### config.mk
export PLATFORM = sky130hd
export DESIGN_NAME = noc_depacketizer
export DESIGN_NICKNAME = d
export VERILOG_FILES = /design/src/rtl/noc_depacketizer.sv
export SDC_FILE = /design/constraint.sdc
export NUM_CORES = 1
export LEC_CHECK = 0
export ABC_AREA = 1
export ABC_CLOCK_PERIOD_IN_PS = 1950
export BUFFER_PORTS_ARGS = -buffer_cell sky130_fd_sc_hd__buf_2
export CAP_MARGIN = 15
export CORE_MARGIN = 4
export CORE_UTILIZATION = 30
export CTS_CLUSTER_DIAMETER = 200
export DETAILED_ROUTE_END_ITERATION = 10
export PLACE_DENSITY_LB_ADDON = 0.08
export SYNTH_ARGS = -nofsm -noshare
export SYNTH_HDL_FRONTEND = slang
export SYNTH_SLANG_ARGS = --single-unit
### constraint.sdc
create_clock -name clk -period 1.95 [get_ports clk]
set_clock_uncertainty 0.15 [all_clocks]
set_input_delay 0.195 -clock clk [delete_from_list [all_inputs] [get_ports clk]]
set_output_delay 0.195 -clock clk [all_outputs]
set_load 0.05 [all_outputs]
### src/rtl/noc_depacketizer.sv
// Receive-side NoC endpoint: checks the head flit of each ejected packet and
// streams its body/tail payload words to the local consumer with a last marker.
module noc_depacketizer #(
    parameter int                    FLIT_WIDTH = 32,
    parameter int                    ADDR_WIDTH = 8,
    parameter logic [ADDR_WIDTH-1:0] LOCAL_ADDR = 8'h00,
    parameter int                    CNT_WIDTH  = 16
) (
    input  logic                  clk,
    input  logic                  rst_n,
    input  logic                  flit_valid,
    output logic                  flit_ready,
    input  logic [FLIT_WIDTH-1:0] flit_data,
    input  logic [1:0]            flit_type,
    output logic                  out_valid,
    input  logic                  out_ready,
    output logic [FLIT_WIDTH-1:0] out_data,
    output logic                  out_last,
    output logic                  hdr_valid,
    output logic [ADDR_WIDTH-1:0] hdr_src,
    output logic [7:0]            hdr_len,
    output logic [7:0]            hdr_tag,
    output logic                  err_misroute,
    output logic                  err_len,
    output logic                  err_proto,
    output logic [7:0]            status,
    input  logic                  status_clr,
    output logic [CNT_WIDTH-1:0]  pkt_count,
    output logic [7:0]            err_count
);

    typedef enum logic [1:0] {
        ST_IDLE    = 2'd0,
        ST_PAYLOAD = 2'd1,
        ST_DROP    = 2'd2
    } state_t;

    localparam logic [1:0] FT_HEAD      = 2'b00;
    localparam logic [1:0] FT_BODY      = 2'b01;
    localparam logic [1:0] FT_TAIL      = 2'b10;
    localparam logic [1:0] FT_HEAD_TAIL = 2'b11;

    localparam logic [7:0] STATUS_OK    = 8'h00;
    localparam logic [7:0] STATUS_BUSY  = 8'h01;
    localparam logic [7:0] STATUS_ERROR = 8'hFF;

    state_t                  state_r, state_nxt_s;
    logic [7:0]              rem_r, rem_nxt_s;
    logic                    out_valid_r, out_last_r;
    logic [FLIT_WIDTH-1:0]   out_data_r;
    logic                    hdr_valid_r;
    logic [ADDR_WIDTH-1:0]   hdr_src_r;
    logic [7:0]              hdr_len_r, hdr_tag_r;
    logic                    err_mis_r, err_len_r, err_proto_r;
    logic                    sticky_r;
    logic [CNT_WIDTH-1:0]    pkt_count_r;
    logic [7:0]              err_count_r;
    logic [7:0]              status_s;

    logic                    flit_ready_s, accept_s;
    logic                    fwd_s, fwd_last_s, hdr_take_s, pkt_done_s;
    logic                    mis_s, len_s, proto_s, err_any_s;
    logic [ADDR_WIDTH-1:0]   head_dest_s;
    logic [7:0]              head_len_s;

    assign head_dest_s = flit_data[31:24];
    assign head_len_s  = flit_data[15:8];
    assign accept_s    = flit_valid && flit_ready_s;
    assign err_any_s   = mis_s || len_s || proto_s;

    // Ejection backpressure: only PAYLOAD can be blocked by a full, stalled output register
    always_comb begin
        flit_ready_s = 1'b0;
        if (!rst_n) begin
            flit_ready_s = 1'b0;
        end else if (state_r == ST_PAYLOAD) begin
            flit_ready_s = !out_valid_r || out_ready;
        end else begin
            flit_ready_s = 1'b1;
        end
    end

    // Flit classification and next-state decode; at most one error class per flit
    always_comb begin
        state_nxt_s = state_r;
        rem_nxt_s   = rem_r;
        fwd_s       = 1'b0;
        fwd_last_s  = 1'b0;
        hdr_take_s  = 1'b0;
        pkt_done_s  = 1'b0;
        mis_s       = 1'b0;
        len_s       = 1'b0;
        proto_s     = 1'b0;
        if (accept_s) begin
            case (state_r)
                ST_IDLE: begin
                    if ((flit_type == FT_HEAD) || (flit_type == FT_HEAD_TAIL)) begin
                        if (head_dest_s != LOCAL_ADDR) begin
                            mis_s = 1'b1;
                            if (flit_type == FT_HEAD) begin
                                state_nxt_s = ST_DROP;
                            end else begin
                                state_nxt_s = ST_IDLE;
                            end
                        end else begin
                            hdr_take_s = 1'b1;
                            if ((flit_type == FT_HEAD) && (head_len_s != 8'd0)) begin
                                rem_nxt_s   = head_len_s;
                                state_nxt_s = ST_PAYLOAD;
                            end else if ((flit_type == FT_HEAD_TAIL) && (head_len_s == 8'd0)) begin
                                pkt_done_s = 1'b1;
                            end else begin
                                len_s = 1'b1;
                            end
                        end
                    end else begin
                        proto_s = 1'b1;
                    end
                end
                ST_PAYLOAD: begin
                    if ((flit_type == FT_BODY) || (flit_type == FT_TAIL)) begin
                        fwd_s     = 1'b1;
                        rem_nxt_s = rem_r - 8'd1;
                        if (flit_type == FT_TAIL) begin
                            fwd_last_s  = 1'b1;
                            state_nxt_s = ST_IDLE;
                            if (rem_r == 8'd1) begin
                                pkt_done_s = 1'b1;
                            end else begin
                                len_s = 1'b1;
                            end
                        end else if (rem_r == 8'd1) begin
                            // Length exhausted before the tail: close the word stream, drop the rest
                            fwd_last_s  = 1'b1;
                            len_s       = 1'b1;
                            state_nxt_s = ST_DROP;
                        end else begin
                            fwd_last_s = 1'b0;
                        end
                    end else begin
                        proto_s = 1'b1;
                    end
                end
                ST_DROP: begin
                    if ((flit_type == FT_TAIL) || (flit_type == FT_HEAD_TAIL)) begin
                        state_nxt_s = ST_IDLE;
                    end else begin
                        state_nxt_s = ST_DROP;
                    end
                end
                default: begin
                    state_nxt_s = ST_IDLE;
                end
            endcase
        end else begin
            state_nxt_s = state_r;
        end
    end

    // FSM, output register, header latch, pulses and saturating counters
    always_ff @(posedge clk or negedge rst_n) begin
        if (!rst_n) begin
            state_r     <= ST_IDLE;
            rem_r       <= 8'd0;
            out_valid_r <= 1'b0;
            out_last_r  <= 1'b0;
            out_data_r  <= '0;
            hdr_valid_r <= 1'b0;
            hdr_src_r   <= '0;
            hdr_len_r   <= 8'd0;
            hdr_tag_r   <= 8'd0;
            err_mis_r   <= 1'b0;
            err_len_r   <= 1'b0;
            err_proto_r <= 1'b0;
            sticky_r    <= 1'b0;
            pkt_count_r <= '0;
            err_count_r <= 8'd0;
        end else begin
            state_r <= state_nxt_s;
            rem_r   <= rem_nxt_s;
            if (fwd_s) begin
                out_valid_r <= 1'b1;
                out_data_r  <= flit_data;
                out_last_r  <= fwd_last_s;
            end else if (out_ready) begin
                out_valid_r <= 1'b0;
                out_last_r  <= 1'b0;
            end
            hdr_valid_r <= hdr_take_s;
            if (hdr_take_s) begin
                hdr_src_r <= flit_data[23:16];
                hdr_len_r <= head_len_s;
                hdr_tag_r <= flit_data[7:0];
            end
            err_mis_r   <= mis_s;
            err_len_r   <= len_s;
            err_proto_r <= proto_s;
            if (err_any_s) begin
                sticky_r <= 1'b1;
            end else if (status_clr) begin
                sticky_r <= 1'b0;
            end
            if (err_any_s && (err_count_r != 8'hFF)) begin
                err_count_r <= err_count_r + 8'd1;
            end
            if (pkt_done_s && (pkt_count_r != {CNT_WIDTH{1'b1}})) begin
                pkt_count_r <= pkt_count_r + {{(CNT_WIDTH-1){1'b0}}, 1'b1};
            end
        end
    end

    // Status code decode, error taking precedence over activity
    always_comb begin
        status_s = STATUS_OK;
        if (sticky_r) begin
            status_s = STATUS_ERROR;
        end else if ((state_r != ST_IDLE) || out_valid_r) begin
            status_s = STATUS_BUSY;
        end else begin
            status_s = STATUS_OK;
        end
    end

    assign flit_ready   = flit_ready_s;
    assign out_valid    = out_valid_r;
    assign out_data     = out_data_r;
    assign out_last     = out_last_r;
    assign hdr_valid    = hdr_valid_r;
    assign hdr_src      = hdr_src_r;
    assign hdr_len      = hdr_len_r;
    assign hdr_tag      = hdr_tag_r;
    assign err_misroute = err_mis_r;
    assign err_len      = err_len_r;
    assign err_proto    = err_proto_r;
    assign status       = status_s;
    assign pkt_count    = pkt_count_r;
    assign err_count    = err_count_r;

endmodule

==> reports/qor.yml, run 1 <==
worst_setup_path:
  crit_family: "simple AND/OR/NAND/NOR gates"
  worstSetupPathType: "register to register"
  slowest_stage: "dfrtp_1"
  crit_top_cell: "nand2_1"
  cp_cell_sequence: "inv_2, ha_4, inv_2, nor4_4, ha_1, nand2_1, nor2_1, o21bai_4, nand2_4, nand2_8, nand2_8, nand2_1, nand2_1"
  max_stage_delay_ns: 0.37
  crit_fanout: 8
  required_ns: 2.09
  endpoint_kind: "register"
  cp_data_arrival_time_ns: 2.19
  rrSetupSlack_ns: -0.09
  cp-start-kind: "register"
  cp.buffers_inverters: 2
clock_network:
  cts.clk_slew.worst_paths_ns: 0.07
  ctsHtreeMaxLevel: 3
  cts_tree: "done"
  clockBufferDepth: 2
  clk-insertion-delay-late_ns: 0.35
  root_buffer: "clkbuf_16"
  cts_made_buffers: 9
  cts_num_sinks: 97
grt:
  grt-ovfl-total: 0
  grt_start_max_net_pins: 98
  antenna_found_initial: 0
  grt_pass1_vias: 4199
  track_usage_pct: 15.12
  grt_first_pass_wirelength_microns: 21790
layout:
  drive_gt1_share_pct: 32.61
  most-common-layout-cells: "nand2_1 (137), buf_2 (132), dfrtp_1 (88), inv_1 (54), o21ai_0 (53)"
  area_growth_pct: 39.13
  finish.utilization_pct: 42.88
  nets: 782
  layout.cells.non_filler: 950
  final_common_cell: "nand2_1"
  n_antenna_cell: 0
  postLayoutCellArea_sq_um: 6566
synthesis:
  synth_edf_count: 0
  seq_area_frac_synth_pct: 51.43
  async_flop_share_pct: 100.0
  synth_ff_type: "dfrtp_1"
  synth.net_count: 591
  synth-seq-cells: 97
  synthesis.instances: 543
  syn_area_sq_um: 4720
  synthDistinctLibCells: 33
  avgSynthCellArea_sq_um: 8.692
  yosysWarnings: 0
die:
  fp.dieW_microns: 133.4
  die_h_microns: 133.4
  core-area_sq_um: 15310
  ioPinCount: 134
  start_util_pct: 30.82
  fp-row-count: 45
  die_area_sq_um: 17800
detailed_routing:
  firstDrtPassIters: 4
  finalWirelength_microns: 12940
  wl_per_cell_microns: 13.62
  avgViaCountPerCell: 4.397
  drtIter0Drc: 185
  num_vias: 4177
  drc: 0
  antenna_left: 0
run:
  maxCapViolations: 0
sta:
  fin_crit_sh_pct: 104.8
  relSlewSlack_pct: 65.20
  setup_ws_ns: -0.09414
  finalMaxSlewViolations: 0
  fmax_mhz: 489.2
  setup_viol: 19
  min_period_ns: 2.044
  tightest_slew_ns: 0.5219
  rsz0062_at_grt: "true"
  hold_viol: 0
placed_design:
  placed_area_sq_um: 5804
  io_buffers: 133
  dp_hpwl_microns: 9195
  dpl.cell_count: 897
  gp_congestion: 0.8155
power:
  power.density_nw_per_um2: 865.0
  leakagePower_nw: 3.465
  ir_drop_uv: 393.7
  total_power_mw: 5.680
status:
  status: "finished, violations left"
  violations: "setup timing"
min_path:
  holdCritPathClass: "input pin to register"
stage by stage:
step | TNS [ns] | hold slack [ns] | setup slack (ns)
2_1_floorplan | -0.2922 | -0.2506 | -0.03929
3_5_place_dp | -1.866 | 0.2012 | -0.1788
4_1_cts | -1.589 | 0.002583 | -0.1582
5_1_grt | -5.353 | 0.03779 | -0.2621
3_3_place_gp | -1.410 | 0.1938 | -0.1585
6_report | -0.8677 | 0.01774 | -0.09414
cell usage after synthesis, types with 2 or more instances:
library cell | number | area share [%]
xor2_1 | 12 | 2.2
nand2_1 | 145 | 12
inv_2 | 4 | 0.32
nor3_1 | 7 | 0.74
nand3_1 | 35 | 3.7
o21ai_0 | 57 | 6.0
dfrtp_1 | 97 | 51
o21ai_1 | 13 | 1.4
buf_4 | 8 | 1.3
inv_1 | 57 | 4.5
nor4_1 | 2 | 0.27
nor2_1 | 34 | 2.7
xnor2_1 | 9 | 1.7
nand3_2 | 3 | 0.64
nand2_4 | 4 | 0.95
clkbuf_1 | 5 | 0.40
a21oi_1 | 6 | 0.64
nor2_4 | 2 | 0.48
nand4_1 | 3 | 0.40
ha_1 | 9 | 2.4
nor2_2 | 5 | 0.66
buf_2 | 4 | 0.42
buf_6 | 5 | 1.2
mux2_4 | 8 | 2.5
path summary, 6_finish.rpt:
kind | startpoint | end | depth (start not counted)
setup reg to reg | rem_r[1] | err_count[5] | 13
hold / removal | flit_data[12] | hdr_len[4] | 3
hold reg to reg | hdr_len[6] | hdr_len[6] | 2
max in group asynchronous | rst_n | err_count[1] | 3
min in group asynchronous | rst_n | rem_r[7] | 3
setup / recovery | rem_r[1] | err_count[5] | 13
repair_timing:
| item | 4_1_cts | 5_1_grt |
|---|---|---|
| pin swaps | 4 | 4 |
| setup buffers | 2 | 1 |
| cloned | 3 | 0 |
| gates resized for setup | 8 | 14 |
| setup endpoints to repair | 26 | 54 |
| hold buffers | 31 | 0 |
| hold endpoints to repair | 144 | 0 |
state kept, by name, summed over array words and instances, names as in the netlist:
name	count
err_misroute	1
hdr_len	8
hdr_src	8
out_last	1
sticky_r	1
out_valid	1
err_len	1
err_proto	1
rem_r	8
hdr_valid	1
state_r	2
err_count	8
pkt_count	16
hdr_tag	8
out_data	32
layer usage:
layer  wire [microns]  vias up  GRT usage [%]
met4              187        0          4.800
met2             6109       91          24.63
met5                0        -              0
met3              693       14          3.739
li1                 -     2114              -
met1             5948     1958          19.89
worst register-to-register path: cells and delay by family (launching register included):
kind,cells,cell delay [ns]
buffers and inverters,2,0.11
adders and majority gates,2,0.39
DFF,1,0.37
AOI/OAI and AO/OA,1,0.17
and+or+nand+nor,8,0.78
logic make-up after synthesis:
kind of cell,after synthesis,share of synthesized area (%)
mux,8,2.545
compound gates,80,8.669
simple gates,245,22.93
flops,97,51.43
buf+inv,83,8.139
xor+xnor,21,3.897
fa+ha+maj,9,2.386
layout make-up:
| cell class | count | area, sq um |
|---|---|---|
| fill | 1596 | 8748 |
| sequential | 97 | 2439 |
| multi-input combinational | 366 | 2029 |
| timing repair buffer | 199 | 1299 |
| tap | 211 | 264.0 |
| inverter | 61 | 229.0 |
| clock buffer | 9 | 225.2 |
| clock inverter | 7 | 81.33 |
power breakdown:
part	leakage (nW)	switching [mW]	internal [mW]
clock network	0.153	0.833	1.02
registers	1.31	0.155	2.18
logic	2.00	0.975	0.522
total	3.46	1.96	3.72
Power figures use the tool's default switching activity.
==> run 2: changes to the inputs <==
--- a/config.mk
+++ b/config.mk
@@ -13,6 +13,7 @@
 export CORE_UTILIZATION = 30
 export CTS_CLUSTER_DIAMETER = 200
 export DETAILED_ROUTE_END_ITERATION = 10
+export HOLD_SLACK_MARGIN = 0.02
 export PLACE_DENSITY_LB_ADDON = 0.08
 export SYNTH_ARGS = -nofsm -noshare
 export SYNTH_HDL_FRONTEND = slang
==> run 2 against run 1 <==
Net effect: the run still ends with setup timing left; worst hold slack gained 0.027 ns; first-iteration DRC count is 3.2% lower; sequential power about the same; routed wire length grew 0.24%; setup slack better by 0.0015 ns; clock power is essentially flat; utilization increased by 0.065 points; non-clock buffer count rose by 1; critical path depth unchanged; flip-flop and latch count stayed put; via count increased by 0.34%.
==> reports/qor.yml, run 2 (synthesis results as in run 1) <==
status:
  status: "finished, violations left"
  violations: "setup timing"
clock_network:
  ctsHtreeMaxLevel: 3  # unchanged
  cts_tree: "done"
  clockBufferDepth: 2  # unchanged
  cts_made_buffers: 9  # unchanged
  root_buffer: "clkbuf_16"
  clk-insertion-delay-late_ns: 0.35  # about the same
  cts.clk_slew.worst_paths_ns: 0.07  # about the same
  cts_num_sinks: 97  # unchanged
worst_setup_path:
  worstSetupPathType: "register to register"
  required_ns: 2.09  # about the same
  cp_data_arrival_time_ns: 2.18  # about the same
  cp-start-kind: "register"
  crit_fanout: 8  # unchanged
  endpoint_kind: "register"
detailed_routing:
  avgViaCountPerCell: 4.407  # +0.23%
  wl_per_cell_microns: 13.64  # +0.13%
  firstDrtPassIters: 4  # unchanged
  finalWirelength_microns: 12970  # +0.24%
  drc: 0  # unchanged
  antenna_left: 0  # unchanged
  drtIter0Drc: 179  # -3.2%
  num_vias: 4191  # +0.34%
layout:
  layout.cells.non_filler: 951  # +0.11%
  drive_gt1_share_pct: 32.57  # -0.044 points
  largest_register_ffs: 32  # unchanged
  n_antenna_cell: 0  # unchanged
  n_fill_cell: 1596  # unchanged
  area_growth_pct: 39.34
  most-common-layout-cells: "nand2_1 (137), buf_2 (132), dfrtp_1 (88), inv_1 (54), o21ai_0 (53)"
  final_common_cell: "nand2_1"
  nets: 783  # +0.13%
sta:
  hold_viol: 0  # unchanged
  min_period_ns: 2.043  # -0.001481 ns
  totalNegativeSetupSlack_ns: -0.8539  # +0.01385 ns
  finalMaxSlewViolations: 0  # unchanged
  setup_ws_ns: -0.09266  # +0.001481 ns
  fmax_mhz: 489.6  # about the same
  tightest_slew_ns: 0.5233  # +0.001394 ns
  fin_crit_sh_pct: 104.8  # about the same
  rsz0062_at_grt: "true"
  relSlewSlack_pct: 65.11  # -0.093 points
  setup_viol: 19  # unchanged
placed_design:
  pre_cts_slack_ns: -0.1788  # unchanged
  dp_hpwl_microns: 9195  # unchanged
  gp_congestion: 0.8155  # unchanged
  dpl.cell_count: 897  # unchanged
  io_buffers: 133  # unchanged
power:
  leakagePower_nw: 3.469  # +0.12%
  ir_drop_uv: 393.8  # about the same
  total_power_mw: 5.682  # about the same
  power.density_nw_per_um2: 864.0  # -0.12%
grt:
  track_usage_pct: 15.15  # +0.031 points
  grt_start_max_net_pins: 98  # unchanged
  antenna_found_initial: 0  # unchanged
  grt-ovfl-total: 0  # unchanged
  grt_pass1_vias: 4229  # +0.71%
  grt_first_pass_wirelength_microns: 21870  # +0.35%
die:
  die_h_microns: 133.4  # unchanged
  start_util_pct: 30.82  # unchanged
  ioPinCount: 134  # unchanged
  fp-row-count: 45  # unchanged
  die_area_sq_um: 17800  # unchanged
  core-area_sq_um: 15310  # unchanged
  fp.dieW_microns: 133.4  # unchanged
run:
  maxCapViolations: 0  # unchanged
min_path:
  holdCritPathClass: "input pin to register"
[run 2: cell types whose count changed in the layout (fill, tap and decap cells not counted)]
cell	before	now
dlygate4sd3_1	31	32
[run 2: where the power goes]
group | switching (mW) | internal [mW]
clock network | 0.833 | 1.02
registers | 0.155 | 2.18
logic | 0.975 | 0.524
[run 2: final timing paths]
path	startpoint	to	slack (ns)	depth (start not counted)
max in group asynchronous	rst_n	err_count[1]	0.82	3
min in group asynchronous	rst_n	rem_r[7]	0.43	3
worst min-delay path	flit_data[11]	out_data[11]	0.04	3
worst max-delay path	rem_r[1]	err_count[5]	-0.09	13
worst min register to register	hdr_len[6]	hdr_len[6]	0.33	2
worst max register to register	rem_r[1]	err_count[5]	-0.09	13
[run 2: final cells by class]
class	count	area, sq um	area share, %
clock buffers	9	225.2	3.425
clock inverters	7	81.33	1.237
inverters	61	229.0	3.482
multi-input cells	366	2029	30.86
flip-flops and latches	97	2439	37.08
well taps	211	264.0	4.014
repair buffers	200	1309	19.90
[run 2: timing repair]
action | in CTS | in global routing
gates resized for setup | 8 | 14
hold buffers | 32 | 0
cloned | 3 | 0
hold endpoints to repair | 151 | 0
endpoints found under the setup margin | 26 | 53
buffers inserted | 2 | 1
pin swaps | 4 | 4
[run 2: routing by layer]
metal | vias up | wire, microns | part of all wire, % | track usage, %
met5 | - | 0 | 0 | 0
met4 | 0 | 204 | 1.6 | 4.971
met3 | 16 | 697 | 5.4 | 3.776
met2 | 97 | 6124 | 47 | 24.63
met1 | 1963 | 5941 | 46 | 19.88
li1 | 2115 | - | - | -
[run 2: per-stage QoR]
step	util [%]	hold WS, ns	cell area, sq um
2_1_floorplan	-	-0.2506	4750
3_5_place_dp	37.90	0.2012	5804
3_3_place_gp	37.90	0.1938	5804
4_1_cts	42.53	0.03976	6514
5_1_grt	42.94	0.06268	6576
6_report	42.94	0.04490	6576
[run 2: critical path, stage by stage (launching register included)]
cell,delay (ns)
dfrtp_1,0.37
inv_2,0.07
ha_4,0.12
inv_2,0.04
nor4_4,0.27
ha_1,0.27
nand2_1,0.06
nor2_1,0.05
o21bai_4,0.17
nand2_4,0.11
nand2_8,0.08
nand2_8,0.11
nand2_1,0.05
nand2_1,0.05
